===== src/rtl/pipe_ctrl_pkg.sv =====
// Shared RISC-V constants for the pipeline controller, hazard unit and decoder,
// plus the saturating-increment helper used by the performance counters.
package pipe_ctrl_pkg;

  localparam logic [31:0] NOP_INST         = 32'h0000_0013;
  localparam logic [31:0] RESET_PC_DEFAULT = 32'h0000_0000;
  localparam logic [31:0] CNT_MAX          = 32'hFFFF_FFFF;

  // Major opcode field, inst[6:0]
  localparam logic [6:0] OPC_LOAD   = 7'b000_0011;
  localparam logic [6:0] OPC_OP_IMM = 7'b001_0011;
  localparam logic [6:0] OPC_AUIPC  = 7'b001_0111;
  localparam logic [6:0] OPC_STORE  = 7'b010_0011;
  localparam logic [6:0] OPC_OP     = 7'b011_0011;
  localparam logic [6:0] OPC_LUI    = 7'b011_0111;
  localparam logic [6:0] OPC_BRANCH = 7'b110_0011;
  localparam logic [6:0] OPC_JALR   = 7'b110_0111;
  localparam logic [6:0] OPC_JAL    = 7'b110_1111;

  function automatic logic [31:0] sat_inc(input logic [31:0] value, input logic en);
    return (en && (value != CNT_MAX)) ? value + 32'd1 : value;
  endfunction

endpackage


===== src/rtl/pipe_ctrl_stage.sv =====
// Pipeline stage register carrying an instruction and its PC.
// Priority: reset > bubble (load NOP, pc 0) > hold > load.
module pipe_stage_reg
  import pipe_ctrl_pkg::*;
#(
  parameter logic [31:0] BUBBLE_INST = NOP_INST
) (
  input  logic        i_clk,
  input  logic        i_rst,
  input  logic        i_bubble,
  input  logic        i_hold,
  input  logic [31:0] i_inst,
  input  logic [31:0] i_pc,
  output logic [31:0] o_inst,
  output logic [31:0] o_pc
);

  logic [31:0] r_inst;
  logic [31:0] r_pc;

  always_ff @(posedge i_clk) begin
    if (i_rst || i_bubble) begin
      r_inst <= BUBBLE_INST;
      r_pc   <= 32'h0;
    end else if (!i_hold) begin
      r_inst <= i_inst;
      r_pc   <= i_pc;
    end
  end

  assign o_inst = r_inst;
  assign o_pc   = r_pc;

endmodule


===== src/rtl/pipe_ctrl.sv =====
// Five-stage pipeline controller: fetch PC, per-stage instruction registers,
// stall/flush handling and saturating performance counters.
module pipe_ctrl
  import pipe_ctrl_pkg::*;
#(
  parameter logic [31:0] RESET_PC = RESET_PC_DEFAULT,
  parameter logic [31:0] NOP      = NOP_INST,
  parameter logic [31:0] CNT_INIT = 32'h0
) (
  input  logic        i_clk,
  input  logic        i_rst,
  input  logic [31:0] i_imem_rdata,
  input  logic        i_stall,
  input  logic        i_flush,
  input  logic [31:0] i_target,
  output logic [31:0] o_pc,
  output logic [31:0] o_instF,
  output logic [31:0] o_instD,
  output logic [31:0] o_instE,
  output logic [31:0] o_instM,
  output logic [31:0] o_instW,
  output logic [31:0] o_pcD,
  output logic [31:0] o_pcE,
  output logic [31:0] o_stall_cnt,
  output logic [31:0] o_flush_cnt,
  output logic [31:0] o_retire_cnt
);

  logic [31:0] r_pc;
  logic        r_fetch_valid;
  logic [31:0] r_instM;
  logic [31:0] r_instW;
  logic [31:0] r_stall_cnt;
  logic [31:0] r_flush_cnt;
  logic [31:0] r_retire_cnt;

  logic        w_stall_eff;
  logic [31:0] w_instF;

  assign w_stall_eff = i_stall && !i_flush;
  assign w_instF     = r_fetch_valid ? i_imem_rdata : NOP;

  // A NOP fetch slot keeps pc in place so the word at that address is fetched next cycle, not skipped.
  always_ff @(posedge i_clk) begin
    if (i_rst) begin
      r_pc          <= RESET_PC;
      r_fetch_valid <= 1'b0;
    end else if (i_flush) begin
      r_pc          <= i_target;
      r_fetch_valid <= 1'b0;
    end else begin
      r_fetch_valid <= 1'b1;
      if (!i_stall && r_fetch_valid)
        r_pc <= r_pc + 32'd4;
    end
  end

  pipe_stage_reg #(.BUBBLE_INST(NOP)) u_stage_d (
    .i_clk    (i_clk),
    .i_rst    (i_rst),
    .i_bubble (i_flush),
    .i_hold   (w_stall_eff),
    .i_inst   (w_instF),
    .i_pc     (r_pc),
    .o_inst   (o_instD),
    .o_pc     (o_pcD)
  );

  pipe_stage_reg #(.BUBBLE_INST(NOP)) u_stage_e (
    .i_clk    (i_clk),
    .i_rst    (i_rst),
    .i_bubble (i_flush || i_stall),
    .i_hold   (1'b0),
    .i_inst   (o_instD),
    .i_pc     (o_pcD),
    .o_inst   (o_instE),
    .o_pc     (o_pcE)
  );

  always_ff @(posedge i_clk) begin
    if (i_rst) begin
      r_instM <= NOP;
      r_instW <= NOP;
    end else begin
      r_instM <= o_instE;
      r_instW <= r_instM;
    end
  end

  // A stall that coincides with a flush is not counted: the flush wins.
  always_ff @(posedge i_clk) begin
    if (i_rst) begin
      r_stall_cnt  <= CNT_INIT;
      r_flush_cnt  <= CNT_INIT;
      r_retire_cnt <= CNT_INIT;
    end else begin
      r_stall_cnt  <= sat_inc(r_stall_cnt, w_stall_eff);
      r_flush_cnt  <= sat_inc(r_flush_cnt, i_flush);
      r_retire_cnt <= sat_inc(r_retire_cnt, r_instW != NOP);
    end
  end

  assign o_pc         = r_pc;
  assign o_instF      = w_instF;
  assign o_instM      = r_instM;
  assign o_instW      = r_instW;
  assign o_stall_cnt  = r_stall_cnt;
  assign o_flush_cnt  = r_flush_cnt;
  assign o_retire_cnt = r_retire_cnt;

endmodule


===== config.mk =====
export PLATFORM = sky130hd
export DESIGN_NAME = pipe_ctrl
export DESIGN_NICKNAME = d
export VERILOG_FILES = /design/src/rtl/pipe_ctrl_pkg.sv /design/src/rtl/pipe_ctrl_stage.sv /design/src/rtl/pipe_ctrl.sv
export SDC_FILE = /design/constraint.sdc
export NUM_CORES = 1
export LEC_CHECK = 0
export ABC_AREA = 1
export CAP_MARGIN = 25
export CORE_MARGIN = 3
export CORE_UTILIZATION = 35
export CTS_CLUSTER_SIZE = 8
export DETAILED_ROUTE_END_ITERATION = 10
export GPL_TIMING_DRIVEN = 0
export PLACE_DENSITY = 0.67
export SLEW_MARGIN = 20
export SYNTH_ARGS = -nofsm -noshare
export SYNTH_HDL_FRONTEND = slang
export SYNTH_SLANG_ARGS = --single-unit

===== constraint.sdc =====
create_clock -name i_clk -period 1.7 [get_ports i_clk]
set_input_delay 0.17 -clock i_clk [delete_from_list [all_inputs] [get_ports i_clk]]
set_output_delay 0.17 -clock i_clk [all_outputs]
set_load 0.005 [all_outputs]

==> results.cfg <==
[sta]
timing.setup.tns_ns = -0.8757
worst_slew_pin_slew_ns = 0.9908
period_share = 1.087
maxSlewViolCount = 0
rsz0062_at_grt = yes
layout_setup_ws_ns = -0.1476
relSlewSlack = 0.3395
max_freq_mhz = 541.3
fin_crit_ns = 1.848
setup_viol = 20
fin_skew_ns = 0.01387
whs_ns = 0.06410
hold_viol_final = 0

[hold_path]
hold_class = in -> reg
hold_path_end = u_stage_d.o_inst[31]
holdPathStages = 3
hp-start = i_stall

[routing]
routedWlPerCell_microns = 18.70
drtAntennaViolNets = 0
wirelength_microns = 59160
drcViolationCount = 0
vias = 15690
first_pass_iters = 6
drt-initial-drc-count = 1084
via_per_inst = 4.960

[placement]
dpl_cell_area_sq_mm = 0.01912
placed_cells = 3039
io_buffers = 416
gp_congestion = 0.9794
place_hpwl_microns = 43760

[worst_setup_path]
endpoint_kind = output pin
crit_path_start_kind = flip-flop
regToRegEndpoint = o_retire_cnt[1]
worst_ep_required_time_ns = 1.53
r2r-start = o_retire_cnt[0]
ff2ff_setup_slack_ns = 0.03
arrival_ns = 1.68
critPathKind = reg -> out
worstRegToRegCells = 11
cp_max_fo = 7

[flow_run]
drv_cap = 0

[final_layout]
finalNonFillerCells = 3164
nNetsFinal = 2705
utilization = 0.5504
final_area_sq_mm = 0.02202
drive_gt1_frac = 0.2002
area_growth_pct = 54.07

[cts]
postCtsHoldBufs = 0
cts-root-buf = clkbuf_16
clock-sinks = 321
clockBufferDepth = 3
cts_tree = built
numCtsBuffers = 46
clk_latency_ns = 0.57
cts.clk_slew.worst_paths_ns = 0.05
ctsHtreeMaxLevel = 2

[yosys]
yosysWarningCount = 0
synth_fp_nets = 2170
postSynthCellCount = 2098
synth-seq-cells = 321
syn_area_sq_mm = 0.01429
synth_cell_types = 38
ys_seq_area_frac = 0.4496
postSynthAreaPerCell_sq_um = 6.812

[grt]
grt_pass1_vias = 15020
grt_pass1_wl_microns = 88070
track_usage = 0.2585
grt_max_degree = 14
antenna_found_initial = 1
grt-ovfl-total = 0

[power_and_ir_drop]
cellPowerDensity_mw_per_mm2 = 804.4
p_leak_nw = 8.586
ir_drop_uv = 725.6

[floorplanning]
pin_count = 420
start_util = 0.3573
chipWidth_microns = 208.1
die-area_sq_mm = 0.04330
core_sq_mm = 0.04001
die_h_microns = 208.1
rows = 73

[run_status]
status = finished with violations
failed_checks = setup timing
==> layout by cell type (no fill, tap or decap), types with 4 or more instances in the layout <==
master,Yosys,layout
inv_2,8,26
buf_4,3,55
inv_4,0,8
nand2_4,4,26
nand3_1,53,50
dfxtp_2,0,102
nand2_2,5,34
dfxtp_4,0,47
buf_2,18,23
buf_6,7,34
clkbuf_2,0,5
clkdlybuf4s50_1,0,347
o221ai_1,4,4
buf_8,0,5
clkbuf_16,0,51
o211ai_1,4,4
dfxtp_1,321,172
inv_1,227,201
clkbuf_1,48,42
dlygate4sd2_1,0,25
nor2_1,379,351
nor2_2,13,26
nor3_1,7,6
xnor2_1,13,13
ha_4,0,4
xor2_1,33,32
dlymetal6s2s_1,0,16
o21ai_0,81,79
nand4_1,8,8
nand2_1,615,562
a21oi_1,163,148
nand3_2,2,4
nor2_4,6,22
nand3b_1,33,33
or2_2,12,9
a21oi_2,10,24
==> stage by stage <==
stage	power [mW]	worst slack (ns)
after floorplan	8.506	0.01735
after global placement	9.355	-0.6277
after detailed placement	9.365	-0.6485
after CTS	17.83	-0.1816
after global routing	18.30	-0.1813
final	17.71	-0.1476
==> registers in the layout, summed over array words and instances (netlist names), 32 cells and up <==
signal / flops
o_flush_cnt: 32
o_instM: 32
o_instW: 32
o_pc: 32
o_retire_cnt: 32
o_stall_cnt: 32
u_stage_d.o_inst: 32
u_stage_d.o_pc: 32
u_stage_e.o_inst: 32
u_stage_e.o_pc: 32
==> repair_timing <==
action / in CTS / in global routing
setup buffers: 48 / 19
gates cloned: 4 / 4
setup endpoints to repair: 324 / 166
gates resized for setup: 425 / 188
pin swaps: 8 / 49
==> cell type report <==
cell class / instances / area [sq um]
repair buffers: 486 / 4781
diodes: 1 / 2.502
flip-flops and latches: 321 / 6730
multi-input cells: 1464 / 7188
well taps: 525 / 656.9
plain buffers: 79 / 505.5
clock buffers: 50 / 1196
fillers: 3760 / 17980
inverters: 235 / 902.1
clock inverters: 3 / 58.81
==> metal layers <==
layer  vias up  GRT usage  wire, microns
met5         -          0              0
met4         0     0.1169           2645
met3       131    0.05775           4547
met2       680     0.4113          26650
met1      7311     0.3360          25320
li1       7571          -              -
==> cells in the mapped netlist (all sizes together) <==
| cell | number | area share |
|---|---|---|
| nand2 | 624 | 0.17 |
| nor2 | 399 | 0.11 |
| dfxtp | 321 | 0.45 |
| inv | 235 | 0.062 |
| a21oi | 173 | 0.063 |
| o21ai | 83 | 0.030 |
| nand3 | 55 | 0.020 |
| clkbuf | 48 | 0.013 |
| nand3b | 33 | 0.017 |
| xor2 | 33 | 0.020 |
| buf | 31 | 0.014 |
| xnor2 | 13 | 0.0080 |
| or2 | 12 | 0.0053 |
| nand4 | 8 | 0.0035 |
| nor3 | 7 | 0.0025 |
| ha | 4 | 0.0035 |
| o211ai | 4 | 0.0021 |
| o221ai | 4 | 0.0025 |
| a211oi | 3 | 0.0016 |
| a221oi | 2 | 0.0012 |
| a311oi | 2 | 0.0012 |
| a31oi | 1 | 0.00044 |
| and2 | 1 | 0.00044 |
| o21bai | 1 | 0.00053 |
| o22ai | 1 | 0.00044 |
==> how the worst max path moves through the flow <==
stage,startpoint,to,slack (ns)
after floorplan,o_stall_cnt[0],o_stall_cnt[17],0.02
after CTS,r_fetch_valid,o_instF[23],-0.18
after detailed placement,i_rst,o_instW[29],-0.65
after global routing,r_fetch_valid,o_instF[21],-0.18
after global placement,i_rst,o_instW[27],-0.63
final,r_fetch_valid,o_instF[21],-0.15
==> cells by family after synthesis <==
kind of cell / synth area share
AOI/OAI and AO/OA: 0.1030
adders and majority gates: 0.003502
DFF: 0.4496
xor gates and xnor gates: 0.02819
buffers and inverters: 0.08851
and+or+nand+nor: 0.3271
==> report_power, final <==
group          switching (mW)  leakage (nW)  internal [mW]
Combinational           0.899          5.29          0.735
Clock                    3.34         0.615           4.93
Sequential              0.180          2.68           7.63
Total                    4.42          8.59           13.3
==> worst max-delay path, cell delays in order (launching register included) <==
cell and delay (ns):
dfxtp_4 0.36, clkbuf_16 0.15, clkbuf_16 0.16, buf_6 0.12
buf_6 0.11, nand2_4 0.06, inv_2 0.03, buf_2 0.12
Power figures use the tool's default switching activity.
==> patch, RTL diff (config.mk and constraints unchanged) <==
Put one more register stage on the output `o_retire_cnt`, with the module's reset. The value now appears one clock later. The other outputs are not delayed to match.
--- a/src/rtl/pipe_ctrl.sv
+++ b/src/rtl/pipe_ctrl.sv
@@ -107,5 +107,11 @@
   assign o_stall_cnt  = r_stall_cnt;
   assign o_flush_cnt  = r_flush_cnt;
-  assign o_retire_cnt = r_retire_cnt;
+  always_ff @(posedge i_clk) begin
+    if (i_rst) begin
+      o_retire_cnt <= '0;
+    end else begin
+      o_retire_cnt <= r_retire_cnt;
+    end
+  end
 
 endmodule
Formal check against the unedited RTL: no difference found for any inputs over 4 cycles, from zero or initial values and one cycle with i_rst high; that may be too few to reach the edited logic, so the function may still have changed.
==> patch against the unedited design <==
- the flow still finishes with violations (setup timing)
- design area grew 4.0%
- largest cell class is now sequential cells
- sequential share of layout area grew 1.7 points
- highest routed layer unchanged
- maximum frequency shrank 0.33%
- critical path depth is the same
- wire length grew 6.8%
- sequential cell count grew 32
- synthesized area grew 5.5%
- power grew 8.3%
- setup slack lost 0.0061 ns
==> patch: results (changes against the unedited design) <==
| Metric | Value |
|---|---|
| M3 GR Usage | 6.07% (+0.30 points) |
| Synth Area in Compound Gates | 9.70% (-0.60 points) |
| Layout filler cell count | 3,914 (+4.1%) |
| HPWL Detailed | 47,000 um (+7.5%) |
| Met3 routed WL | 4590 um (+0.84%) |
| Worst R2R End | r_retire_cnt[14] |
| Final setup TNS | -0.940 ns (-0.0644 ns) |
| Vias in the first global route | 15,400 (+2.5%) |
| Met1 usage | 35.0% (+1.4 points) |
| Syn nets | 2,265 (+4.4%) |
| Area contributors post-synth | dfxtp_1, nand2_1, nor2_1 |
| Metal2 WL | 29,000 um (+8.8%) |
| Endpoint, Worst Hold | u_stage_d.o_inst[31] |
| Failing checks | setup timing |
| Vias | 16,200 (+3.2%) |
| Antenna fix cells | 0 (-1) |
| Commonest cells in the netlist | nand2_1, nor2_1, dfxtp_1 |
| Sequential power share | 44.7% (+0.6 points) |
| Critical R2R Launch | r_retire_cnt[1] |
| Met2 usage | 41.7% (+0.60 points) |
| Part of the power in combinational logic | 8.6% (-0.6 points) |
| Status | finished with violations |
| Drt pass-1 iters | 5 (-1) |
| First-pass GRT wire length | 91,100 um (+3.4%) |
| Adder-Cell Fraction of Synth Area | 0.332% (-0.018 points) |
| Final WS setup | -0.154 ns (-0.00611 ns) |
| Final setup viols | 18 (-10%) |
| Worst setup skew after layout | 0.0148 ns (+0.000983 ns) |
| DRT iter0 DRCs | 1,175 (+8.4%) |
| PortBufs | 417 (+0.24%) |
| Tot Pwr | 19.2 mW (+8.3%) |
| Seq/Total Area, Yosys | 46.9% (+1.9 points) |
| Switching Share | 24.6% (-0.30 points) |
| GRT Overall Usage | 26.3% (+0.40 points) |
| Relative slew margins | 39.3% (+5.4 points) |
| Met1 wire length | 27,200 um (+7.4%) |
| TritonCTS Buffers | 50 (+8.7%) |
| Drt wl/cell | 19.2 um (+2.8%) |
| RePlAce Congestion | 0.937 (-4.3%) |
| Post-Synth XOR/XNOR Area | 2.67% (-0.15 points) |
| Clk buf depth | 3 (unchanged) |
| Fraction of layout cells with a size suffix above 1 | 18.7% (-1.3 points) |
| Worst Path Max Fanout | 5 (-2) |
| Leak | 9.20 nW (+7.1%) |
| Number of nets in the layout | 2,815 (+4.1%) |
==> patch: repair_timing <==
action	in CTS	in global routing
setup endpoints to repair	366	232
gates cloned	3	6
pin swaps	7	20
buffers inserted	39	35
resized for setup	390	231
==> patch: stage by stage <==
| stage | hold WS (ns) | std cells | setup slack (ns) | instance area (um2) |
|---|---|---|---|---|
| after floorplan | 0.305 | 2193 | 0.000352 | 15100 |
| after global placement | 0.409 | 3149 | -1.49 | 19900 |
| after detailed placement | 0.410 | 3149 | -1.48 | 19900 |
| after CTS | 0.0108 | 3248 | -0.204 | 22000 |
| after global routing | 0.0397 | 3287 | -0.200 | 22900 |
| final | 0.0477 | 3287 | -0.154 | 22900 |
==> patch: final cells by class <==
class	instances	area (um2)	share of cell area, %
inverter	265	1000	4.39
sequential	353	7380	32.2
timing repair buffer	499	4920	21.5
clock inverter	3	55.1	0.240
clock buffer	54	1300	5.67
buffer	81	494	2.16
tap	539	674	2.95
multi-input combinational	1493	7080	30.9
